File: config.mk
export PLATFORM = sky130hd
export DESIGN_NAME = instruction_sequencer_flat
export DESIGN_NICKNAME = d
export VERILOG_FILES = /design/src/rtl/instruction_sequencer_if.sv /design/src/rtl/instruction_sequencer.sv /design/src/flat_wrapper.sv
export SDC_FILE = /design/constraint.sdc
export NUM_CORES = 1
export LEC_CHECK = 0
export BUFFER_PORTS_ARGS = -buffer_cell sky130_fd_sc_hd__clkbuf_2
export CAP_MARGIN = 20
export CORE_UTILIZATION = 57
export CTS_BUF_LIST = sky130_fd_sc_hd__clkbuf_16
export DETAILED_ROUTE_END_ITERATION = 8
export PLACE_DENSITY = 0.93
export SLEW_MARGIN = 20
export SYNTH_ARGS = -nofsm -noshare
export SYNTH_HDL_FRONTEND = slang
export SYNTH_SLANG_ARGS = --single-unit
File: constraint.sdc
create_clock -name Clock -period 4.3 [get_ports Clock]
set_input_delay 0.43 -clock Clock [delete_from_list [all_inputs] [get_ports Clock]]
set_output_delay 0.43 -clock Clock [all_outputs]
set_load 0.02 [all_outputs]
File: src/rtl/instruction_sequencer_if.sv
// Shared opcode definitions and the fetch/issue bus between the sequencer,
// its instruction ROM and the decode stage.
//
// Handshake: oValid/oInstruction belong to the sequencer and iReady to
// decode. An instruction transfers on a rising Clock edge where oValid and
// iReady are both high. While oValid is high and no transfer has happened,
// oInstruction stays constant and oValid stays high. The only exception is a
// redirect (iBranchTaken), which withdraws the offered instruction without a
// transfer. iReady may change freely and never depends on oValid.
`ifndef INSTRUCTION_SEQUENCER_DEFS
`define INSTRUCTION_SEQUENCER_DEFS
`define NOP 4'h0
`define STO 4'h5
`endif

interface instruction_sequencer_if;
  logic        iEnable;
  logic [15:0] oAddress;
  logic [27:0] iInstruction;
  logic [27:0] oInstruction;
  logic        oValid;
  logic        iReady;
  logic        iBranchTaken;
  logic [15:0] iBranchTarget;
  logic        oBusy;
  logic [1:0]  dbg_state;

  modport master (
    input  iEnable,
    output oAddress,
    input  iInstruction,
    output oInstruction,
    output oValid,
    input  iReady,
    input  iBranchTaken,
    input  iBranchTarget,
    output oBusy,
    output dbg_state
  );

  modport slave (
    output iEnable,
    input  oAddress,
    output iInstruction,
    input  oInstruction,
    input  oValid,
    output iReady,
    output iBranchTaken,
    output iBranchTarget,
    input  oBusy,
    input  dbg_state
  );
endinterface

File: src/rtl/instruction_sequencer.sv
// Instruction sequencer: fetches from a combinational ROM at PC, offers the
// registered instruction to decode, and optionally stalls for a NOP's operand
// count. Branch redirects override everything else in every state.
module instruction_sequencer #(
  parameter logic [15:0] RESET_ADDR = 16'd0,
  parameter bit          DELAY_EN   = 1'b1
) (
  input logic                     Clock,
  input logic                     Reset,
  instruction_sequencer_if.master bus
);

  typedef enum logic [1:0] {
    FETCH = 2'd0,
    ISSUE = 2'd1,
    DELAY = 2'd2
  } state_t;

  state_t      state, state_n;
  logic [15:0] pc, pc_n;
  logic [27:0] ir, ir_n;
  logic [23:0] cnt, cnt_n;
  logic        stall_nop;

  // A NOP with a non-zero operand requests a stall of that many cycles.
  assign stall_nop = DELAY_EN && (ir[27:24] == `NOP) && (ir[23:0] != 24'd0);

  // State, PC, instruction register and stall counter.
  always_ff @(posedge Clock or posedge Reset) begin
    if (Reset) begin
      state <= FETCH;
      pc    <= RESET_ADDR;
      ir    <= 28'd0;
      cnt   <= 24'd0;
    end else begin
      state <= state_n;
      pc    <= pc_n;
      ir    <= ir_n;
      cnt   <= cnt_n;
    end
  end

  // Next-state logic: redirect first, then fetch/handshake/stall progress.
  always_comb begin
    state_n = state;
    pc_n    = pc;
    ir_n    = ir;
    cnt_n   = cnt;
    case (state)
      FETCH: begin
        if (bus.iBranchTaken) begin
          pc_n = bus.iBranchTarget;
        end else if (bus.iEnable) begin
          ir_n    = bus.iInstruction;
          pc_n    = pc + 16'd1;
          state_n = ISSUE;
        end
      end
      ISSUE: begin
        if (bus.iBranchTaken) begin
          pc_n    = bus.iBranchTarget;
          state_n = FETCH;
        end else if (bus.iReady) begin
          if (stall_nop) begin
            cnt_n   = ir[23:0];
            state_n = DELAY;
          end else begin
            state_n = FETCH;
          end
        end
      end
      DELAY: begin
        if (bus.iBranchTaken) begin
          pc_n    = bus.iBranchTarget;
          cnt_n   = 24'd0;
          state_n = FETCH;
        end else begin
          cnt_n = cnt - 24'd1;
          if (cnt <= 24'd1) begin
            cnt_n   = 24'd0;
            state_n = FETCH;
          end
        end
      end
      default: begin
        state_n = FETCH;
      end
    endcase
  end

  assign bus.oAddress     = pc;
  assign bus.oInstruction = ir;
  assign bus.oValid       = (state == ISSUE);
  assign bus.oBusy        = (state == DELAY);
  assign bus.dbg_state    = state;

endmodule
File: src/flat_wrapper.sv
// flat-port wrapper written by rule: the top's interface ports become plain ports
module instruction_sequencer_flat 
#(
  parameter logic [15:0] RESET_ADDR = 16'd0,
  parameter bit          DELAY_EN   = 1'b1
)
  (Clock, Reset, bus_iEnable, bus_oAddress, bus_iInstruction, bus_oInstruction, bus_oValid, bus_iReady, bus_iBranchTaken, bus_iBranchTarget, bus_oBusy, bus_dbg_state);
  instruction_sequencer_if bus_i ();
  input logic Clock;
  input logic Reset;
  input wire logic [$bits(bus_i.iEnable)-1:0] bus_iEnable;
  output wire logic [$bits(bus_i.oAddress)-1:0] bus_oAddress;
  input wire logic [$bits(bus_i.iInstruction)-1:0] bus_iInstruction;
  output wire logic [$bits(bus_i.oInstruction)-1:0] bus_oInstruction;
  output wire logic [$bits(bus_i.oValid)-1:0] bus_oValid;
  input wire logic [$bits(bus_i.iReady)-1:0] bus_iReady;
  input wire logic [$bits(bus_i.iBranchTaken)-1:0] bus_iBranchTaken;
  input wire logic [$bits(bus_i.iBranchTarget)-1:0] bus_iBranchTarget;
  output wire logic [$bits(bus_i.oBusy)-1:0] bus_oBusy;
  output wire logic [$bits(bus_i.dbg_state)-1:0] bus_dbg_state;
  assign bus_i.iEnable = bus_iEnable;
  assign bus_oAddress = bus_i.oAddress;
  assign bus_i.iInstruction = bus_iInstruction;
  assign bus_oInstruction = bus_i.oInstruction;
  assign bus_oValid = bus_i.oValid;
  assign bus_i.iReady = bus_iReady;
  assign bus_i.iBranchTaken = bus_iBranchTaken;
  assign bus_i.iBranchTarget = bus_iBranchTarget;
  assign bus_oBusy = bus_i.oBusy;
  assign bus_dbg_state = bus_i.dbg_state;
  instruction_sequencer #(.RESET_ADDR(RESET_ADDR), .DELAY_EN(DELAY_EN)) u_core (.Clock(Clock), .Reset(Reset), .bus(bus_i));
endmodule
# After elaboration in Yosys (flattened, before gate mapping)

Cells that the tools add are included.
W data, S select, Z words.

Add/sub/neg operators: 2
Order comparisons: 1
Equal/unequal tests: 11
Muxes and demuxes: 18
Bitwise logic cells: 1
Reductions and logical operators: 11

Operators by type and width:

| kind                    | count |
|---|---|
| $mux W24                | 5 |
| $mux W16                | 3 |
| $pmux W24 S2            | 1 |
| $pmux W16 S2            | 1 |
| $le A24 B1 Y1 const B   | 1 |
| $reduce_bool A24 Y1     | 1 |
| $sub A24 B1 Y24 const B | 1 |
| $add A16 B1 Y16 const B | 1 |
| $mux W2                 | 7 |
| $reduce_and A4 Y1       | 2 |
| $ne A2 B1 Y1 const B    | 3 |
| $ne A2 B2 Y1 const B    | 3 |
| $pmux W2 S3             | 1 |
| $reduce_and A3 Y1       | 2 |
| $logic_not A4 Y1        | 1 |
| $reduce_bool A2 Y1      | 2 |
| $ne A3 B1 Y1 const B    | 1 |
| $ne A3 B2 Y1 const B    | 1 |
| $ne A3 B3 Y1 const B    | 1 |
| $eq A2 B1 Y1 const B    | 1 |
| $eq A2 B2 Y1 const B    | 1 |
| $logic_not A2 Y1        | 1 |
| $reduce_or A2 Y1        | 1 |
| $logic_and A1 B1 Y1     | 1 |
| $not A1 Y1              | 1 |

Bits in registers: 70
Input port bits: 49
Output and inout port bits: 48
Logic and storage cells: 48

# Depth between registers and ports, before layout

Gate-level depths: netlist (run 1).

Depth in word-level cells: 6
Mapped depth: 9
Gate-level depth less buffers: 8

# Worst setup path before layout (run 1)

Ideal clock, no wire load.

Path type: register to register
Start: register u_core.cnt[16]
End: register u_core.state[0], in the netlist u_core.bus.dbg_state[0]
Library setup time: 0.128 ns
Arrival: 2.278 ns
Data required time: 4.172 ns
Path slack: 1.894 ns
Stages on the path, launching flop included: 8
Buffers on the path: 1
Period minus slack after synthesis: 2.406 ns
Cell sequence: dfrtp_1 or4_1 clkbuf_1 or3_4 o31ai_4 nand2_2 a21o_1 mux2_1

Longest elaborated chain between the ends: 3

RTL lines:

| item                        | line                        | RTL |
|---|---|---|
| from (decl)                 | instruction_sequencer.sv:22 | `logic [23:0] cnt, cnt_n;` |
| from (signal assigned)      | instruction_sequencer.sv:39 | `cnt <= cnt_n;` |
| $le A24 B1 Y1               | instruction_sequencer.sv:79 | `if (cnt <= 24'd1) begin` |
| $ne A3 B2 Y1 (no line)      | n/a                         |  |
| $reduce_and A4 Y1 (no line) | n/a                         |  |
| to (signal assigned)        | instruction_sequencer.sv:36 | `state <= state_n;` |
| to (decl)                   | instruction_sequencer.sv:19 | `state_t state, state_n;` |

No other way between the ends.
A chain may end at the register's enable or synchronous reset.

# Worst setup path in the final report (run 1)

Start: register u_core.ir[18], in the netlist u_core.bus.oInstruction[18]
End: register u_core.cnt[5]

Longest elaborated chain between the ends: 4

RTL lines:

| item                        | line                        | RTL |
|---|---|---|
| from (decl)                 | instruction_sequencer.sv:21 | `logic [27:0] ir, ir_n;` |
| from (signal assigned)      | instruction_sequencer.sv:38 | `ir <= ir_n;` |
| $reduce_bool A24 Y1         | instruction_sequencer.sv:26 | `` assign stall_nop = DELAY_EN && (ir[27:24] == `NOP) && (ir[23:0] != 24'd0); `` |
| $logic_and A1 B1 Y1         | instruction_sequencer.sv:26 |  |
| $ne A2 B1 Y1 (no line)      | n/a                         |  |
| $reduce_and A4 Y1 (no line) | n/a                         |  |

No other way between the ends.

==> impl_metrics.toml, run 1 <==
[status]
outcome = "finished, final reports clean"

[yosys]
synth_area_um2 = 3770
ys_warn_count = 0
ys_seq_elements = 70
ys_seq_area_frac = 0.465
async_flop_share = 1.00
synthesis.nets = 451
yosysTopAreaCell = "dfrtp_1"
syn_avg_cell_area_um2 = 9.54
synth-edff-count = 0
synth_cell_types = 50
synthTopCellsByArea = "dfrtp_1, mux2_2, a21oi_1"
syn-instance-count = 395
synth_flop_cell = "dfrtp_1"
synth_top_cell_area_share = 0.465

[timing]
fmax_mhz = 336
finalClockSkew_ns = 0.00452
holdWs_ns = 0.239
rsz0062_at_grt = "no"
slew_viol_final = 0
finalHoldViolCount = 0
tightestPinTransition_ns = 0.922
slew_headroom = 0.380
period_needed_ns = 2.98
finalSetupTns_ns = 0
setup_viol = 0
setup_ws_ns = 1.32
min_period_over_period = 0.693

[global_route]
grt_overflow_total = 0
antenna_found_initial = 0
grt_pass1_wl_mm = 17.0
grt_use_total = 0.309
grt_max_degree = 39
first_global_vias = 3600

[power]
ir_worst_vdd_v = 0.000488
internal_power_mw = 1.96
power.density_nw_per_um2 = 782
switchingPower_mw = 1.60
leakage_nw = 2.04
clkPwrFrac = 0.178
swShare = 0.449
finalPower_mw = 3.56
pwr-share-comb = 0.438
seqPwrFrac = 0.384

[detailed_routing]
drt-initial-drc-count = 466
wl_per_cell_um = 18.2
firstDrtPassIters = 5
wl_mm = 10.3
vias = 3731
via_per_inst = 6.59
drtAntennaViolNets = 0
drc = 0

[die]
ios = 97
die_x_um = 83.3
fp-row-count = 29
coreArea_um2 = 6350
die_area_um2 = 6940
die_h_um = 83.3
start_util = 0.593

[final_layout]
layout.nets = 542
n_fill_cell = 471
antenna_cells = 0
drive_gt1_frac = 0.299
area_delta_synth_final_pct = 20.7

[clock_network]
cts.path.max_buffers = 2
htree_levels = 3
cts.hold.buffers_added = 0
cts_resized = 0
clk_latency_ns = 0.33
postCtsSetupBuffers = 0
numClockSinks = 70
cts-buffers-inserted = 9
cts_tree = "done"
clkTransAtPathRegs_ns = 0.05
cts_root_buf = "clkbuf_16"

[worst_setup_path]
critPathRequiredTime_ns = 4.51
startpoint_type = "register"
critPathCaptureType = "register"
critical_path_class = "reg2reg"
worst_ep_arrival_time_ns = 3.19
critPathTopFamily = "simple AND/OR/NAND/NOR gates"
crit_chain = "nor4_1 -> nand4_1 -> o2111ai_1 -> and2_1 -> nor2_1 -> a221o_1"
worstPathMaxFanout = 21
cpPeakStageDelay_ns = 0.69
cp.buffers_inverters = 0
slowest_stage = "and2_1"

[place]
port_buffers = 96
place_congestion = 0.897
hpwl_mm = 7.11
dpl_worst_slack_ns = 1.52

[hold_path]
hp-class = "in2async"

[flow_run]
maxCapViolCount = 0
power groups by stage:
stage | combinational, mW | sequential [mW] | clock [mW]
3_5_place_dp | 1.54 | 1.35 | 0
2_1_floorplan | 0.852 | 1.51 | 0
3_3_place_gp | 1.49 | 1.32 | 0
4_1_cts | 1.55 | 1.34 | 0.637
5_1_grt | 1.70 | 1.40 | 0.658
6_report | 1.56 | 1.37 | 0.631
layout by cell type, fill, tap and decap left out, types with 10 or more instances in the layout:
cell / instances
a21oi_1: 40
nor3_1: 11
inv_1: 10
nor4_1: 19
nand3_1: 12
nor2_1: 20
o21ai_0: 29
dfrtp_1: 70
nand2_1: 41
mux2_2: 28
a22o_1: 11
clkbuf_2: 96
cells in the mapped netlist, types with 3 or more instances:
cell type,count
mux2_2,28
nor3_1,11
ha_1,7
inv_1,10
a22o_1,11
or3_1,4
clkbuf_1,18
nor2_1,21
a221o_1,5
nand4_1,5
dfrtp_1,70
nor4_1,19
nand3_1,12
o2bb2ai_1,7
a21boi_0,4
nand2_1,41
o22ai_1,9
o21ai_0,29
a21oi_1,40
or4_1,3
and3_1,3
worst register-to-register path: stages, from the launching register on:
cell and delay [ns]:
dfrtp_1 0.42, nor4_1 0.52, nand4_1 0.22, o2111ai_1 0.38, and2_1 0.69, nor2_1 0.24
a221o_1 0.38
final timing paths:
path | from | endpoint | slack (ns) | depth (start not counted)
worst max register to register | u_core.bus.oInstruction[18] | u_core.cnt[5] | 1.32 | 6
worst min-delay path | Reset | u_core.bus.oInstruction[0] | 0.24 | 2
worst min register to register | u_core.cnt[22] | u_core.cnt[22] | 0.50 | 1
max in group asynchronous | Reset | u_core.bus.oInstruction[12] | 3.13 | 3
min in group Clock | bus_iInstruction[6] | u_core.bus.oInstruction[6] | 0.33 | 2
worst max-delay path | u_core.bus.oInstruction[18] | u_core.cnt[5] | 1.32 | 6
area by class of cell:
class / instances / area (um2) / share of cell area
repair buffers: 102 / 526 / 0.116
inverters: 11 / 41.3 / 0.00908
clock buffers: 9 / 225 / 0.0495
clock inverters: 5 / 20.0 / 0.00440
well taps: 77 / 96.3 / 0.0212
flip-flops and latches: 70 / 1750 / 0.385
multi-input cells: 292 / 1890 / 0.415
per-stage QoR:
step,cells,utilization,instance area (um2)
detailed placement,552,0.678,4300
global route,566,0.716,4550
CTS,566,0.716,4550
global placement,552,0.678,4300
finish,566,0.716,4550
floorplan,395,-,3770
layer usage:
layer	track usage	up-vias	share of wire
met4	0.165	0	0.034
met1	0.365	1768	0.38
met2	0.509	243	0.50
met3	0.0895	43	0.092
met5	0	-	0
li1	-	1677	-
cell families (layout without fill, tap and decap cells):
| family | after synthesis | in the layout | synth area share |
|---|---|---|---|
| simple gates | 128 | 128 | 0.167 |
| compound gates | 127 | 127 | 0.221 |
| flops | 70 | 70 | 0.465 |
| buf+inv | 33 | 127 | 0.0345 |
| mux | 30 | 30 | 0.0893 |
| fa+ha+maj | 7 | 7 | 0.0232 |
sequential cells by signal, indices dropped and copies added (netlist names):
signal                   count
u_core.cnt                  24
u_core.bus.dbg_state         2
u_core.bus.oAddress         16
u_core.bus.oInstruction     28
(Power assumes the default switching activity.)
==> inputs of run 2 (changes only) <==
- CORE_UTILIZATION: 57 -> 53
- PLACE_DENSITY: 0.93 -> 0.88
- clock period: 4.3 -> 2.85 ns (I/O delays scaled with it)
==> impl_metrics.toml, run 2 (synthesized netlist as in run 1, its figures left out) <==
[final_layout]
final_area_um2 = 4720
antenna_cells = 0
layout.nets = 553
drive_gt1_frac = 0.319
layout_common_cells = "clkbuf_2, dfrtp_1, nand2_1"
n_fill_cell = 553
largest_reg_flops = 28
area_delta_synth_final_pct = 25.4
fin_util = 0.691
layout_commonest_cell = "clkbuf_2"

[global_route]
grt_overflow_total = 0
grt_use_total = 0.290
grt_pass1_wl_mm = 16.7
antenna_found_initial = 0
grt_max_degree = 42
first_global_vias = 3514

[die]
die_x_um = 86.3
coreArea_um2 = 6830
die_area_um2 = 7450
ios = 97
fp-row-count = 30
start_util = 0.551
die_h_um = 86.3

[clock_network]
cts_tree = "done"
cts.hold.buffers_added = 0
cts_resized = 0
clk_latency_ns = 0.33
cts-buffers-inserted = 9
postCtsSetupBuffers = 0
clkTransAtPathRegs_ns = 0.06
cts.path.max_buffers = 2
numClockSinks = 70
htree_levels = 3
cts_root_buf = "clkbuf_16"

[power]
power.density_nw_per_um2 = 1190
finalPower_mw = 5.62
ir_worst_vdd_v = 0.000596
leakage_nw = 2.12

[detailed_routing]
wl_mm = 10.2
drt-initial-drc-count = 359
vias = 3687
drc = 0
wl_per_cell_um = 17.1
drtAntennaViolNets = 0
firstDrtPassIters = 5
via_per_inst = 6.17

[worst_setup_path]
critical_path_class = "reg2reg"
critPathTopFamily = "compound AO/OA/AOI/OAI gates"
critPathCaptureType = "register"
startpoint_type = "register"
cpPeakStageDelay_ns = 0.56
crit_chain = "or4_1 -> or3_4 -> o31a_1 -> a32o_1 -> a22o_1"
r2r_start = "u_core.cnt[16]"
worstPathMaxFanout = 17
critPathRequiredTime_ns = 3.07
cp.buffers_inverters = 0
worst_ep_arrival_time_ns = 2.76
reg2reg_to = "u_core.cnt[10]"
rrSetupSlack_ns = 0.30
ff2ff_path_depth = 5
slowest_stage = "or4_1"

[timing]
finalClockSkew_ns = 0.00860
rsz0062_at_grt = "no"
slew_headroom = 0.544
finalHoldViolCount = 0
tightestPinTransition_ns = 0.684
finalSetupTns_ns = 0
slew_viol_final = 0
holdWs_ns = 0.0418
min_period_over_period = 0.894
fmax_mhz = 392
period_needed_ns = 2.55
setup_viol = 0

[place]
port_buffers = 96
hpwl_mm = 7.13
place_area_um2 = 4410
place_congestion = 0.899

[flow_run]
maxCapViolCount = 0

[status]
outcome = "finished, final reports clean"

[hold_path]
hp-class = "in2async"
-- run 2: changes by cell type in the layout (fill, tap and decap cells not counted), sizes merged --
cell | before | now
buf | 6 | 17
bufinv | 0 | 2
clkinv | 5 | 4
inv | 11 | 12
-- run 2: report_power, final --
part	switching (mW)	internal (mW)
Clock	0.418	0.761
Combinational	1.40	0.972
Sequential	0.606	1.46
Total	2.43	3.20
-- run 2: area by class of cell --
class,instances,area (um2),share of cell area
Tap cell,96,120,0.0254
Sequential cell,70,1750,0.371
Clock buffer,9,225,0.0477
Inverter,11,41.3,0.00874
Multi-Input combinational cell,292,1890,0.400
Timing Repair Buffer,113,608,0.129
Clock inverter,7,88.8,0.0188
-- run 2: worst max-delay path by stage --
stage                   startpoint                       to  slack [ns]  cells past startpoint
floorplan           u_core.cnt[16]  u_core.bus.dbg_state[0]        0.44                      7
finish              u_core.cnt[16]           u_core.cnt[10]        0.30                      5
global route         u_core.cnt[0]           u_core.cnt[17]        0.15                      7
global placement    u_core.cnt[16]           u_core.cnt[10]        0.37                      5
CTS                 u_core.cnt[16]           u_core.cnt[10]        0.33                      5
detailed placement  u_core.cnt[16]           u_core.cnt[10]        0.32                      5
-- run 2: routing by layer --
| layer | vias up | GRT usage | wire [um] |
|---|---|---|---|
| li1 | 1700 | - | - |
| met1 | 1783 | 0.377 | 4260 |
| met2 | 164 | 0.466 | 4930 |
| met3 | 40 | 0.0467 | 638 |
| met4 | 0 | 0.156 | 380 |
| met5 | - | 0 | 0 |
-- run 2: stage by stage --
stage / setup WS [ns] / std cells
2_1_floorplan: 0.444 / 395
3_3_place_gp: 0.366 / 582
3_5_place_dp: 0.320 / 582
4_1_cts: 0.328 / 598
5_1_grt: 0.148 / 598
6_report: 0.302 / 598
==> inputs of run 3 (changes only) <==
- PLACE_DENSITY: 0.88 -> 0.8
==> impl_metrics.toml, run 3 (synthesized netlist as in run 1, its figures left out) <==
[clock_network]
numClockSinks = 70
postCtsSetupBuffers = 0
cts.path.max_buffers = 2
cts_resized = 0
cts.hold.buffers_added = 0
clk_latency_ns = 0.33
cts_root_buf = "clkbuf_16"
cts-buffers-inserted = 9
htree_levels = 3
clkTransAtPathRegs_ns = 0.06
cts_tree = "done"

[worst_setup_path]
critPathCaptureType = "register"
startpoint_type = "register"
critPathRequiredTime_ns = 3.06
critPathTopFamily = "compound AO/OA/AOI/OAI gates"
critical_path_class = "reg2reg"
crit_chain = "or4_1 -> or3_4 -> o31a_1 -> o31ai_1 -> a21boi_0 -> a221o_1"
worstPathMaxFanout = 17
rrSetupSlack_ns = 0.27
worst_ep_arrival_time_ns = 2.80
cp.buffers_inverters = 0
cpPeakStageDelay_ns = 0.56
slowest_stage = "or4_1"

[detailed_routing]
firstDrtPassIters = 5
via_per_inst = 6.12
drc = 0
wl_per_cell_um = 17.4
vias = 3639
drt-initial-drc-count = 320
drtAntennaViolNets = 0
wl_mm = 10.3

[timing]
tightestPinTransition_ns = 0.777
slew_headroom = 0.481
setup_ws_ns = 0.265
setup_viol = 0
period_needed_ns = 2.58
min_period_over_period = 0.907
slew_viol_final = 0
finalHoldViolCount = 0
finalSetupTns_ns = 0
rsz0062_at_grt = "no"
finalClockSkew_ns = 0.00688
fmax_mhz = 387

[die]
die_x_um = 86.3
die_area_um2 = 7450
coreArea_um2 = 6830
die_h_um = 86.3
start_util = 0.551
ios = 97
fp-row-count = 30

[place]
hpwl_mm = 7.21
place_congestion = 0.925
dpl_worst_slack_ns = 0.313
place_area_um2 = 4390
port_buffers = 96

[final_layout]
n_fill_cell = 539
drive_gt1_frac = 0.319
layout_common_cells = "clkbuf_2, dfrtp_1, nand2_1"
antenna_cells = 0
largest_reg_flops = 28
final_area_um2 = 4700
fin_util = 0.688
layout.nets = 550
area_delta_synth_final_pct = 24.8
layout_commonest_cell = "clkbuf_2"

[power]
finalPower_mw = 5.64
ir_worst_vdd_v = 0.000656
leakage_nw = 2.10
power.density_nw_per_um2 = 1200

[global_route]
grt_util_met3 = 0.0571
grt_overflow_total = 0
use_met1 = 0.368
grt_use_total = 0.286
top_usage_layer = "met2"
grtUsageMet2 = 0.464
grt_pass1_wl_mm = 16.5
antenna_found_initial = 0
grt_max_degree = 37
first_global_vias = 3475

[hold_path]
hp-class = "in2async"

[status]
outcome = "finished, final reports clean"

[flow_run]
maxCapViolCount = 0
-- run 3: changes by cell type in the layout (fill, tap and decap cells not counted), sizes merged --
cell,change
inv,-2
clkinvlp,+2
buf,-3
-- run 3: worst reg2reg max path, cell delays in order, from the launching register on --
cell	delay, ns
dfrtp_1	0.44
or4_1	0.57
or3_4	0.40
o31a_1	0.47
o31ai_1	0.14
a21boi_0	0.13
a221o_1	0.31
-- run 3: power breakdown --
part / switching (mW) / total (mW) / internal [mW]
clock network: 0.428 / 1.19 / 0.759
logic: 1.42 / 2.39 / 0.974
registers: 0.594 / 2.06 / 1.46
-- run 3: path summary, 6_finish.rpt --
path,to,cells past startpoint,startpoint
max reg2reg,u_core.cnt[14],6,u_core.cnt[16]
min,u_core.cnt[2],2,Reset
min in group Clock,u_core.bus.oAddress[1],3,bus_iBranchTarget[1]
max,u_core.cnt[14],6,u_core.cnt[16]
min reg2reg,u_core.cnt[11],2,u_core.cnt[11]
max in group asynchronous,u_core.bus.oInstruction[9],3,Reset
-- run 3: routing by layer --
metal / vias up / wire (um)
met4: 0 / 291
li1: 1693 / -
met1: 1748 / 4250
met3: 30 / 753
met2: 168 / 5050
met5: - / 0
-- run 3: area by class of cell --
type / instances / area, um2 / area share
Multi-Input combinational cell: 292 / 1890 / 0.402
Sequential cell: 70 / 1750 / 0.373
Timing Repair Buffer: 110 / 586 / 0.125
Clock buffer: 9 / 225 / 0.0479
Tap cell: 96 / 120 / 0.0256
Clock inverter: 7 / 88.8 / 0.0189
Inverter: 11 / 41.3 / 0.00878
-- run 3: stage by stage --
| step | hold WS [ns] | cells |
|---|---|---|
| finish | 0.0781 | 595 |
| CTS | 0.111 | 595 |
| global route | 0.161 | 595 |
| global placement | 0.443 | 579 |
| floorplan | 0.436 | 395 |
| detailed placement | 0.461 | 579 |
